==> src/rtl/regfile_arbiter_pkg.sv <==
// Shared definitions for the register-file access arbiter: widths and read FSM states.
package regfile_arbiter_pkg;

   localparam int REG_ADDR_W = 3;
   localparam int REG_DATA_W = 16;

   typedef enum logic [1:0] {
      RD_IDLE = 2'd0,
      RD_READ = 2'd1,
      RD_DONE = 2'd2
   } rd_state_t;

endpackage

==> src/rtl/regfile_arbiter_rr_arb2.sv <==
// Two-way round-robin arbiter. Requester 0 is the core and requester 1 is the debug
// monitor. A grant is only ever given to a valid requester, so every grant is a
// completed transfer and moves the priority to the other side.
module rr_arb2 (
   input  logic Clk,
   input  logic Reset,
   input  logic req0,
   input  logic req1,
   output logic gnt0,
   output logic gnt1
);

   // Set when requester 1 wins a tie; cleared out of reset so the core is favoured.
   logic prio1;

   // Grants are combinational so the handshake completes in the request cycle.
   always_comb begin
      gnt0 = req0 && (!req1 || !prio1);
      gnt1 = req1 && (!req0 ||  prio1);
   end

   // Hand priority to whichever side was not just granted.
   always_ff @(posedge Clk) begin
      if (Reset)
         prio1 <= 1'b0;
      else if (gnt0)
         prio1 <= 1'b1;
      else if (gnt1)
         prio1 <= 1'b0;
   end

endmodule

==> src/rtl/regfile_arbiter.sv <==
// Shares the register-file write port between core writeback and the debug monitor,
// and steals idle SR1 read cycles to serve debug reads with write forwarding.
module regfile_arbiter
   import regfile_arbiter_pkg::*;
(
   input  logic                  Clk,
   input  logic                  Reset,
   input  logic                  core_wr_valid,
   output logic                  core_wr_ready,
   input  logic [REG_ADDR_W-1:0] core_wr_addr,
   input  logic [REG_DATA_W-1:0] core_wr_data,
   input  logic                  dbg_wr_valid,
   output logic                  dbg_wr_ready,
   input  logic [REG_ADDR_W-1:0] dbg_wr_addr,
   input  logic [REG_DATA_W-1:0] dbg_wr_data,
   input  logic                  dbg_rd_valid,
   output logic                  dbg_rd_ready,
   input  logic [REG_ADDR_W-1:0] dbg_rd_addr,
   output logic                  dbg_rd_done,
   output logic [REG_DATA_W-1:0] dbg_rd_data,
   input  logic [REG_ADDR_W-1:0] core_sr1,
   input  logic                  core_rd_busy,
   output logic                  rf_ld,
   output logic [REG_ADDR_W-1:0] rf_dr,
   output logic [REG_DATA_W-1:0] rf_din,
   output logic [REG_ADDR_W-1:0] rf_sr1,
   input  logic [REG_DATA_W-1:0] rf_sr1_data
);

   logic                  core_gnt;
   logic                  dbg_gnt;
   rd_state_t             state_q;
   rd_state_t             state_d;
   logic                  capture;
   logic                  fwd_hit;
   logic [REG_ADDR_W-1:0] rd_addr_q;
   logic [REG_DATA_W-1:0] rd_data_q;

   rr_arb2 u_arb (
      .Clk   (Clk),
      .Reset (Reset),
      .req0  (core_wr_valid),
      .req1  (dbg_wr_valid),
      .gnt0  (core_gnt),
      .gnt1  (dbg_gnt)
   );

   assign core_wr_ready = core_gnt;
   assign dbg_wr_ready  = dbg_gnt;

   // Register the granted write for exactly one cycle on the register-file port.
   always_ff @(posedge Clk) begin
      if (Reset) begin
         rf_ld  <= 1'b0;
         rf_dr  <= '0;
         rf_din <= '0;
      end else begin
         rf_ld <= core_gnt || dbg_gnt;
         if (core_gnt) begin
            rf_dr  <= core_wr_addr;
            rf_din <= core_wr_data;
         end else if (dbg_gnt) begin
            rf_dr  <= dbg_wr_addr;
            rf_din <= dbg_wr_data;
         end
      end
   end

   // Read FSM state register.
   always_ff @(posedge Clk) begin
      if (Reset)
         state_q <= RD_IDLE;
      else
         state_q <= state_d;
   end

   // Read FSM next state: the core keeps the SR1 port whenever it is busy.
   always_comb begin
      state_d = state_q;
      case (state_q)
         RD_IDLE: if (dbg_rd_valid && !core_rd_busy) state_d = RD_READ;
         RD_READ: if (!core_rd_busy)                 state_d = RD_DONE;
         RD_DONE:                                    state_d = RD_IDLE;
         default:                                    state_d = RD_IDLE;
      endcase
   end

   // Read FSM outputs: handshake, SR1 steering and capture strobe.
   always_comb begin
      dbg_rd_ready = 1'b0;
      dbg_rd_done  = 1'b0;
      rf_sr1       = core_sr1;
      capture      = 1'b0;
      case (state_q)
         RD_IDLE: dbg_rd_ready = dbg_rd_valid && !core_rd_busy;
         RD_READ: begin
            if (!core_rd_busy) begin
               rf_sr1  = rd_addr_q;
               capture = 1'b1;
            end
         end
         RD_DONE: dbg_rd_done = 1'b1;
         default: ;
      endcase
   end

   // A write sitting on the port this cycle lands after the read, so forward it.
   assign fwd_hit = rf_ld && (rf_dr == rd_addr_q);

   // Latch the debug read address on acceptance and the result on capture.
   always_ff @(posedge Clk) begin
      if (Reset) begin
         rd_addr_q <= '0;
         rd_data_q <= '0;
      end else begin
         if (dbg_rd_ready)
            rd_addr_q <= dbg_rd_addr;
         if (capture)
            rd_data_q <= fwd_hit ? rf_din : rf_sr1_data;
      end
   end

   assign dbg_rd_data = rd_data_q;

endmodule

==> config.mk <==
export PLATFORM = sky130hd
export DESIGN_NAME = regfile_arbiter
export DESIGN_NICKNAME = d
export VERILOG_FILES = /design/src/rtl/regfile_arbiter_pkg.sv /design/src/rtl/regfile_arbiter_rr_arb2.sv /design/src/rtl/regfile_arbiter.sv
export SDC_FILE = /design/constraint.sdc
export NUM_CORES = 1
export LEC_CHECK = 0
export ABC_AREA = 0
export CORE_ASPECT_RATIO = 1.1
export CORE_MARGIN = 2
export CORE_UTILIZATION = 35
export CTS_CLUSTER_SIZE = 16
export DETAILED_ROUTE_END_ITERATION = 6
export MAX_ROUTING_LAYER = met4
export PLACE_DENSITY = 0.8
export SETUP_SLACK_MARGIN = 0.05
export SLEW_MARGIN = 25
export SYNTH_ARGS = -nofsm -noshare
export SYNTH_HDL_FRONTEND = slang
export SYNTH_SLANG_ARGS = --single-unit
==> constraint.sdc <==
create_clock -name Clk -period 3.5 [get_ports Clk]
set_input_delay 0.875 -clock Clk [delete_from_list [all_inputs] [get_ports Clk]]
set_output_delay 0.875 -clock Clk [all_outputs]
set_load 0.05 [all_outputs]
After elaboration in Yosys (flattened, before gate mapping). Index checks and enable logic that the tools add are counted.

Eq/ne operators: 5. Muxes and demuxes: 16. Reductions and logical operators: 14.

Operators with widths (number): $mux W16 (3); $mux W3 (4); $mux W1 (6); $logic_and A1 B1 Y1 (4); $logic_not A1 Y1 (4); $mux W2 (2); $ne A2 B2 Y1 const B (2); $pmux W2 S2 (1); $eq A3 B3 Y1 (1); $logic_or A1 B1 Y1 (3); $eq A2 B1 Y1 const B (1); $eq A2 B2 Y1 const B (1); $logic_not A2 Y1 (1); $reduce_and A2 Y1 (1); $reduce_bool A2 Y1 (1).

Register bits: 42. Output and inout port bits: 43. Logic and storage cells: 42.

Logic depth before layout (Yosys ltp).
Depth after elaboration: 5. Depth in mapped cells: 5.

Hierarchy. From an unflattened synthesis, not the netlist that was laid out.

Cell total of the unflattened synthesis: 229. Area total of the unflattened synthesis: 2154.6 µm².

By module, submodules not included: regfile_arbiter (times used 1, cells each 223, area each 2095.8 µm², sequential area each 820.8 µm²); rr_arb2 (times used 1, cells each 6, area each 58.8 µm², sequential area each 20.0 µm²).

Worst setup path before layout. OpenSTA, ideal clock, no wires.

Path type: in2out. Start point: in core_rd_busy. End point: out dbg_rd_ready. Arrival time: 2.014 ns. Required time: 2.625 ns. Path slack: 0.611 ns. Cell stages on the path: 1. Buffers on the path: 0. Cell sequence: nor4b_2.

Word-level cells in the longest chain between the ends: 3.

Ends and longest elaborated chain: from (decl) (line regfile_arbiter.sv:22) `input logic core_rd_busy,`; $logic_not A1 Y1; $logic_and A1 B1 Y1 (line regfile_arbiter.sv:95) `RD_IDLE: dbg_rd_ready = dbg_rd_valid && !core_rd_busy;`; $mux W1 (line regfile_arbiter.sv:94) `case (state_q)`; to (decl) (line regfile_arbiter.sv:17) `output logic dbg_rd_ready,`.

Every way passes these cells.

Worst setup path in the final report.
Start point: in core_rd_busy. End point: out rf_sr1[1].

Word-level cells in the longest chain between the ends: 2.

Ends and longest elaborated chain: $mux W3 (line regfile_arbiter.sv:97) `if (!core_rd_busy) begin`; $mux W3 (line regfile_arbiter.sv:94); to (decl) (line regfile_arbiter.sv:26) `output logic [REG_ADDR_W-1:0] rf_sr1,`.

Every way passes these cells.

==> flow_summary.json <==
{
  "hp-class": "register to register",
  "rsz0062_at_grt": "false",
  "ios": 109,
  "post-route-period-util_pct": 90.5,
  "synth-edff-count": 0,
  "finalClockSkew_ns": 0.00800,
  "instances_no_fill": 423,
  "n_antenna_cell": 0,
  "worst_pin_slew_ns": 0.709,
  "crit_path_end_kind": "output pin",
  "slowest_delay_ns": 0.50,
  "avgRoutedWirePerCell_um": 15.8,
  "grt.total_usage_pct": 20.3,
  "cts_tree": "done",
  "cp.arrival_ns": 2.29,
  "hpwlAfterDp_mm": 4.81,
  "nNetsFinal": 411,
  "slew_headroom_pct": 52.7,
  "cts_sinks": 42,
  "design_area_um2": 3420,
  "drtAntennaViolNets": 0,
  "crit_fanout": 4,
  "top_usage_layer": "met2",
  "fp.dieW_um": 78.8,
  "setup-tns-final_ns": 0,
  "syn-num-nets": 318,
  "num_rows": 29,
  "die_h_um": 86.3,
  "yosys_most_used_dff": "dfxtp_1",
  "clk_pin_slew_ns": 0.08,
  "placed_cell_area_um2": 3310,
  "wl_mm": 6.70,
  "grt_max_degree": 43,
  "core_um2": 5880,
  "grt_overflow": 0,
  "drt_iter0_drc": 138,
  "drive_gt1_share_pct": 13.9,
  "max_freq_ghz": 0.316,
  "grt_pass1_vias": 2249,
  "start_kind": "input port",
  "irDropWorstVdd_mv": 0.206,
  "grtUsageMet1_pct": 26.5,
  "pre_cts_ws_ns": 0.346,
  "synthesis.area_um2": 2160,
  "syn_inst": 252,
  "met3_usage_pct": 3.75,
  "outcome": "finished, final reports clean",
  "crit_required_ns": 2.62,
  "die-area_um2": 6800,
  "clk_latency_ns": 0.29,
  "num_vias": 2330,
  "yosysTopAreaCell": "dfxtp_1",
  "grt_pass1_wl_mm": 10.8,
  "dr.pass1.iters": 4,
  "root_buffer": "clkbuf_8",
  "ys_seq_elements": 42,
  "initial_core_util_pct": 36.7,
  "finalPower_mw": 1.30,
  "maxCapViolCount": 0,
  "place_inst": 415,
  "synth_top_area_share_pct": 39.0,
  "synth.area.top_cells": "dfxtp_1, o221a_2, a311oi_1",
  "gp_congestion": 0.748,
  "setup_viol": 0,
  "finalCriticalPeriod_ns": 3.17,
  "hold_buffers": 0,
  "drv_slew": 0,
  "cts_resized": 0,
  "post_cts.repair.setup_buffers": 0,
  "syn_to_final_growth_pct": 58.8,
  "port-buffer-count": 108,
  "p_per_area_nw_per_um2": 378,
  "p_leak_nw": 1.21,
  "ys_warn_count": 0,
  "cts_buffers": 5,
  "crit_type": "input port to output pin",
  "use_met2_pct": 32.6,
  "fill_cells": 531,
  "htree_levels": 2,
  "antenna_found_initial": 0,
  "hold_viol": 0,
  "vias_per_cell": 5.51,
  "drc": 0,
  "crit_slowest_cell": "clkdlybuf4s50_1",
  "crit_path_cell_trace": "clkdlybuf4s50_1 -> nor3b_4 -> mux2_2 -> buf_4",
  "netlist-cell-type-count": 26,
  "postSynthAreaPerCell_um2": 8.55,
  "clock_path_buffers": 2,
  "async_flop_share_pct": 0,
  "finalWorstSetupSlack_ns": 0.331,
  "ys_seq_area_share_pct": 39.0
}
==> where the power goes <==
group	internal, mW	switching [mW]	leakage [nW]
clock	0.159	0.164	0.0482
combinational	0.183	0.246	0.812
sequential	0.509	0.0332	0.346
total	0.852	0.443	1.21
==> sequential cells by signal, indices dropped and copies added, names as in the netlist <==
name         count
dbg_rd_data     16
rd_addr_q        3
rf_din          16
rf_dr            3
rf_ld            1
state_q          2
u_arb.prio1      1
==> cell families after synthesis <==
kind of cell | Yosys count | share of synthesized area (%)
AO/OA/AOI/OAI | 70 | 28.0
flip-flops | 42 | 39.0
buffers and inverters | 41 | 8.12
multiplexers | 6 | 2.96
XOR/XNOR | 3 | 1.22
AND/OR/NAND/NOR | 90 | 20.7
==> layer usage <==
metal	share of wire [%]	wire length (um)
met2	48	3220
met3	5.8	388
met1	45	3000
met5	0	0
met4	1.3	84
==> final cells by class <==
class / count / area, um^2 / share of cell area (%)
multi-input combinational: 169 / 1200 / 35.1
clock inverter: 1 / 5.00 / 0.146
clock buffer: 7 / 86.3 / 2.52
tap: 77 / 96.3 / 2.81
sequential: 42 / 841 / 24.6
timing repair buffer: 116 / 1150 / 33.6
inverter: 11 / 41.3 / 1.21
==> final timing paths <==
path / endpoint / slack [ns] / start / depth (start not counted)
worst min-delay path: dbg_rd_data[2]$_SDFFE_PP0P_ / 0.50 / dbg_rd_data[2]$_SDFFE_PP0P_ / 2
worst max-delay path: rf_sr1[1] / 0.33 / core_rd_busy / 4
worst min register to register: dbg_rd_data[2]$_SDFFE_PP0P_ / 0.50 / dbg_rd_data[2]$_SDFFE_PP0P_ / 2
worst max register to register: dbg_rd_data[6]$_SDFFE_PP0P_ / 1.79 / rd_addr_q[2]$_SDFFE_PP0P_ / 3
==> critical path: cells and delay by family <==
kind,cells,cell delay (ns)
buffers and inverters,2,0.69
muxes,1,0.39
and+or+nand+nor,1,0.33
==> cells in the mapped netlist (6+ instances only) <==
library cell,n
nor2_1,39
nor3_1,13
inv_1,11
o221a_2,18
clkbuf_1,18
a21oi_1,8
dfxtp_1,42
a31oi_1,6
buf_2,9
nand2_1,16
or4_1,16
a311oi_1,17
o41ai_1,16
==> stage by stage <==
step                hold WS (ns)  utilization [%]
global route               0.523             58.2
finish                     0.497             58.2
detailed placement         0.491             56.3
floorplan                  0.477                -
global placement           0.488             56.1
CTS                        0.503             57.9
==> placed cells by master (no fill, tap or decap), types with 2 or more instances in the layout <==
master	n
mux2i_1	3
or4_1	16
o41ai_1	16
nor2b_1	3
inv_1	11
o221a_2	18
a21oi_1	8
mux2_2	3
a311oi_1	17
clkbuf_8	6
nor3_1	13
nor2_1	39
a31oi_1	6
clkdlybuf4s50_1	102
buf_12	2
buf_4	12
dfxtp_1	42
nand2_1	16
xor2_4	3
Note: power is estimated with default switching activity, not from simulation.
